`config.mk`:
```
export PLATFORM = sky130hd
export DESIGN_NAME = dmem_arbiter
export DESIGN_NICKNAME = d
export VERILOG_FILES = /design/src/rtl/dmem_arb_pkg.sv /design/src/rtl/rr_pick2.sv /design/src/rtl/dmem_arbiter.sv
export SDC_FILE = /design/constraint.sdc
export NUM_CORES = 1
export LEC_CHECK = 0
export BUFFER_PORTS_ARGS = -buffer_cell sky130_fd_sc_hd__buf_2
export CAP_MARGIN = 25
export CORE_ASPECT_RATIO = 1.2
export CORE_MARGIN = 8
export CORE_UTILIZATION = 32
export CTS_BUF_LIST = sky130_fd_sc_hd__clkbuf_16
export DETAILED_ROUTE_END_ITERATION = 16
export PLACE_DENSITY_LB_ADDON = 0.15
export SLEW_MARGIN = 10
export SYNTH_ARGS = -nofsm -noshare
export SYNTH_HDL_FRONTEND = slang
export SYNTH_SLANG_ARGS = --single-unit
```
`constraint.sdc`:
```
create_clock -name i_clk -period 1.3 [get_ports i_clk]
set_input_delay 0.26 -clock i_clk [delete_from_list [all_inputs] [get_ports i_clk]]
set_output_delay 0.26 -clock i_clk [all_outputs]
set_load 0.05 [all_outputs]
```
`src/rtl/dmem_arb_pkg.sv`:
```
// Shared encodings for the data-memory arbiter and its picker.
package dmem_arb_pkg;

  typedef enum logic [1:0] {
    ST_IDLE  = 2'd0,
    ST_ISSUE = 2'd1,
    ST_RESP  = 2'd2
  } state_t;

  localparam logic M_CPU = 1'b0;
  localparam logic M_AUX = 1'b1;

endpackage

```
`src/rtl/rr_pick2.sv`:
```
// Combinational two-way picker: round-robin against the last winner,
// or fixed priority to requester 0 when rr_en is low.
module rr_pick2
  import dmem_arb_pkg::*;
(
  input  logic req0,
  input  logic req1,
  input  logic last,
  input  logic rr_en,
  output logic winner,
  output logic any
);

  // On a tie the requester that did not win last time goes first.
  always_comb begin
    any    = req0 | req1;
    winner = M_CPU;
    if (req0 && req1) begin
      winner = rr_en ? ~last : M_CPU;
    end else if (req1) begin
      winner = M_AUX;
    end
  end

endmodule

```
`src/rtl/dmem_arbiter.sv`:
```
// Shares the single DMEM port between the CPU data port (m0) and an
// auxiliary master (m1). Each access runs IDLE -> ISSUE -> RESP and ends
// with a one-cycle valid pulse to the granted master.
module dmem_arbiter
  import dmem_arb_pkg::*;
#(
  parameter int XLEN       = 32,
  parameter int ADDR_WIDTH = 11,
  parameter int RR_EN      = 1
) (
  input  logic                  i_clk,
  input  logic                  i_rst,
  input  logic                  i_m0_req,
  input  logic                  i_m0_we,
  input  logic [ADDR_WIDTH-1:0] i_m0_addr,
  input  logic [XLEN-1:0]       i_m0_wdata,
  output logic                  o_m0_valid,
  input  logic                  i_m1_req,
  input  logic                  i_m1_we,
  input  logic [ADDR_WIDTH-1:0] i_m1_addr,
  input  logic [XLEN-1:0]       i_m1_wdata,
  output logic                  o_m1_valid,
  output logic [XLEN-1:0]       o_rdata,
  output logic                  o_ram_we,
  output logic [ADDR_WIDTH-1:0] o_ram_addr,
  output logic [XLEN-1:0]       o_ram_wdata,
  input  logic [XLEN-1:0]       i_ram_q,
  output logic                  o_busy,
  output logic                  o_grant
);

  state_t                state;
  state_t                stateNext;
  logic                  winner;
  logic                  anyReq;
  logic                  lastGrant;
  logic                  grantReg;
  logic                  weReg;
  logic [ADDR_WIDTH-1:0] addrReg;
  logic [XLEN-1:0]       wdataReg;
  logic                  rrEn;

  assign rrEn = (RR_EN != 0);

  rr_pick2 uPick (
    .req0   (i_m0_req),
    .req1   (i_m1_req),
    .last   (lastGrant),
    .rr_en  (rrEn),
    .winner (winner),
    .any    (anyReq)
  );

  // State register.
  always_ff @(posedge i_clk) begin
    if (i_rst) begin
      state <= ST_IDLE;
    end else begin
      state <= stateNext;
    end
  end

  // Next state: requests only matter in IDLE; ISSUE and RESP last one cycle each.
  always_comb begin
    stateNext = state;
    case (state)
      ST_IDLE:  if (anyReq) stateNext = ST_ISSUE;
      ST_ISSUE: stateNext = ST_RESP;
      ST_RESP:  stateNext = ST_IDLE;
      default:  stateNext = ST_IDLE;
    endcase
  end

  // Access registers: capture the winner in IDLE, advance the pointer in
  // ISSUE, and clear the RAM-facing fields so an idle port drives zeros.
  always_ff @(posedge i_clk) begin
    if (i_rst) begin
      addrReg   <= '0;
      wdataReg  <= '0;
      weReg     <= 1'b0;
      grantReg  <= M_CPU;
      lastGrant <= M_AUX;
    end else begin
      case (state)
        ST_IDLE: begin
          if (anyReq) begin
            grantReg <= winner;
            addrReg  <= (winner == M_AUX) ? i_m1_addr  : i_m0_addr;
            wdataReg <= (winner == M_AUX) ? i_m1_wdata : i_m0_wdata;
            weReg    <= (winner == M_AUX) ? i_m1_we    : i_m0_we;
          end
        end
        ST_ISSUE: lastGrant <= grantReg;
        ST_RESP: begin
          addrReg  <= '0;
          wdataReg <= '0;
          weReg    <= 1'b0;
        end
        default: ;
      endcase
    end
  end

  assign o_ram_we    = weReg && (state == ST_ISSUE);
  assign o_ram_addr  = addrReg;
  assign o_ram_wdata = wdataReg;
  assign o_rdata     = i_ram_q;
  assign o_busy      = (state != ST_IDLE);
  assign o_grant     = grantReg;
  assign o_m0_valid  = (state == ST_RESP) && (grantReg == M_CPU);
  assign o_m1_valid  = (state == ST_RESP) && (grantReg == M_AUX);

endmodule

```
==> results by group <==
STA
  • Clock Skews: 0.00891 ns
  • Fin. max-slew vios: 0
  • Peak Freq: 726 MHz
  • Tmin final: 1.38 ns
  • RSZ-0062 raised after global routing: true
  • Final worst slack: -0.0778 ns
  • Final hold viol count: 0
  • Final Cycle Share: 1.06
  • Relative slew slack: 0.798
  • Setup-failing EPs final: 48
  • Worst slew pin tran: 0.303 ns

Detailed routing
  • First-pass iteration count of the detailed router: 4
  • Drt wl/cell: 20.1 µm
  • DRT iter0 DRCs: 109
  • Vias per inst: 5.46
  • Residual DRC: 0
  • Via count: 2518
  • Routed Antenna Nets: 0
  • WL final: 9250 µm

Critical path
  • Worst setup SP type: flop
  • Required time worst endpoint: 1.51 ns
  • Slowest stage delay, CP: 0.37 ns
  • Worst Setup End Kind: flop
  • CP cell instances: or3_4 -> a21oi_4 -> buf_6 -> clkbuf_16 -> o2bb2ai_1
  • CP arrival: 1.59 ns
  • CP max FO: 8
  • WS Path Type: reg -> reg
  • Worst-path cell with the longest stage delay: dfxtp_4

Power
  • Leak: 0.00157 µW
  • Power Density: 1340 mW/mm²
  • Total power: 4620 µW
  • Maximum vdd drop: 584 µV

Floorplan
  • Die span in x: 95.7 µm
  • Row cnt: 35
  • Vert. Die Dim: 112 µm
  • Die area: 0.0107 mm²
  • Core ar.: 0.00753 mm²
  • Starting Density: 0.323
  • I/O pin count: 204

Run status
  • Failing checks: negative setup slack
  • Status: finished with violations

Job
  • MaxCap Viol Count: 0

Placed design
  • Detail Placement HPWL: 6170 µm
  • Port bufs: 139
  • Placed insts: 444
  • GP Congestion: 0.742
  • Post-Place Cell Area: 0.00304 mm²
  • Place WS: -0.0664 ns

Finish
  • Layout Cells excl Fill: 461
  • Area Growth Syn to Fin: 42.1%
  • Share of cells above drive strength 1: 0.523
  • Design area: 0.00346 mm²
  • Post-layout nets: 492
  • Antenna fix cells: 0

Clock network
  • CTS clk-pin slew, worst paths: 0.07 ns
  • Clk Latency, worst-skew pair: 0.29 ns
  • Number of CTS-inserted buffers: 5
  • CTS H-tree depth: 2
  • Maximum buffer depth of the clock tree: 2
  • Clock sink count: 48
  • CTS root buffer: clkbuf_16
  • Hold_buf cts: 0
  • CTS tree: done

GRT
  • Vias in the first global route: 2747
  • First-pass GRT wire length: 13700 µm
  • Initial antenna violation count: 0
  • Total gr overflow: 0
  • Largest net degree at the start of global routing: 47
  • GRT Resource Usage Total: 0.162

Synth
  • Number of synthesized register bits: 48
  • Synth area leader: dfxtp_1
  • Area of the mapped netlist: 0.00244 mm²
  • Syn Nets: 383
  • Sequential area share after synthesis: 0.394
  • Top cells by area, synth: dfxtp_1, o2bb2ai_1, a22oi_1
  • FFs w/ async S/R, synth: 0
  • Number of flops mapped to enable cells by yosys: 0
  • Yosys warning count: 0
  • Post-Synthesis Cells: 259
  • Synth unique cells: 23
  • Synth Flop Type: dfxtp_1
  • Syn Area/Cell: 9.41 µm²
  • Post-synth top area share: 0.394

Hold path
  • Hold crit path type: in -> reg
-- layer usage --
layer,GRT usage,vias up,part of all wire
met3,0.0653,38,0.12
met5,0,-,0
met4,0.0935,0,0.041
met1,0.164,1180,0.38
met2,0.270,128,0.47
li1,-,1172,-
-- critical path: cells and delay by family, from the launching register on --
kind            cells  cell delay [ns]
simple gates        1             0.34
buf+inv             2             0.31
compound gates      2             0.29
flops               1             0.37
-- synth_stat cells (2+ instances only) --
| cell type | number |
|---|---|
| buf_2 | 4 |
| dfxtp_1 | 48 |
| buf_8 | 4 |
| nor2_1 | 2 |
| nand2b_1 | 4 |
| clkbuf_1 | 15 |
| buf_4 | 32 |
| inv_1 | 3 |
| a22oi_1 | 44 |
| o2bb2ai_1 | 44 |
| buf_1 | 4 |
| o21ai_0 | 40 |
| o21ai_1 | 5 |
-- power by group --
group          internal, µW  switching [µW]
clock                   915             583
sequential             1620            99.8
combinational           487             922
total                  3020            1600
-- repair_timing --
action,CTS,global route
cloned,0,3
endpoints found under the setup margin,48,47
gates resized for setup,22,14
pin swaps,0,1
setup buffers,2,4
-- metrics by stage --
| step | setup TNS [ns] | hold WS, ns | utilization |
|---|---|---|---|
| after floorplan | 0 | 0.322 | - |
| after global placement | -1.54 | 0.439 | 0.404 |
| after detailed placement | -2.34 | 0.442 | 0.404 |
| after CTS | -0.702 | 0.246 | 0.437 |
| after global routing | -3.95 | 0.261 | 0.460 |
| final | -2.44 | 0.252 | 0.460 |
-- cells by family (layout without fill, tap and decap cells) --
group / Yosys count / count (layout) / synth area share
flops: 48 / 48 / 0.394
mux: 1 / 1 / 0.00411
buf+inv: 62 / 172 / 0.165
compound gates: 137 / 137 / 0.406
simple gates: 11 / 11 / 0.0303
-- worst paths after layout --
kind / to / depth (start not counted) / slack (ns) / start
worst max-delay path: o_ram_addr[7]$_SDFFE_PP0P_ / 5 / -0.08 / state[1]$_SDFFE_PP0P_
worst min register to register: o_ram_wdata[22]$_SDFFE_PP0P_ / 1 / 0.46 / o_ram_wdata[22]$_SDFFE_PP0P_
worst max register to register: o_ram_addr[7]$_SDFFE_PP0P_ / 5 / -0.08 / state[1]$_SDFFE_PP0P_
worst min-delay path: o_ram_wdata[10]$_SDFFE_PP0P_ / 3 / 0.25 / i_m0_wdata[10]
-- cell usage in the layout, fill, tap and decap left out, types with 2 or more instances in the layout --
cell       instances
buf_6              3
o21ai_0           40
nand2b_1           2
buf_12             6
clkbuf_16          7
buf_4             12
o21ai_1            5
o2bb2ai_2         10
a22oi_1           44
dfxtp_4            2
dfxtp_1           45
buf_2            135
buf_8              3
inv_1              2
o2bb2ai_1         34
-- registers in the layout, indices dropped and copies added, names as in the netlist --
name,flops
o_ram_wdata,32
lastGrant,1
weReg,1
state,2
o_ram_addr,11
o_grant,1
-- final cells by class --
class                           count  area, µm²
Clock buffer                        5        125
Clock inverter                      3       46.3
Fill cell                         753       4070
Inverter                            3       13.8
Multi-Input combinational cell    149       1180
Sequential cell                    48        970
Tap cell                           92        115
Timing Repair Buffer              161       1010
No activity file was read; power rests on OpenSTA's default activity.
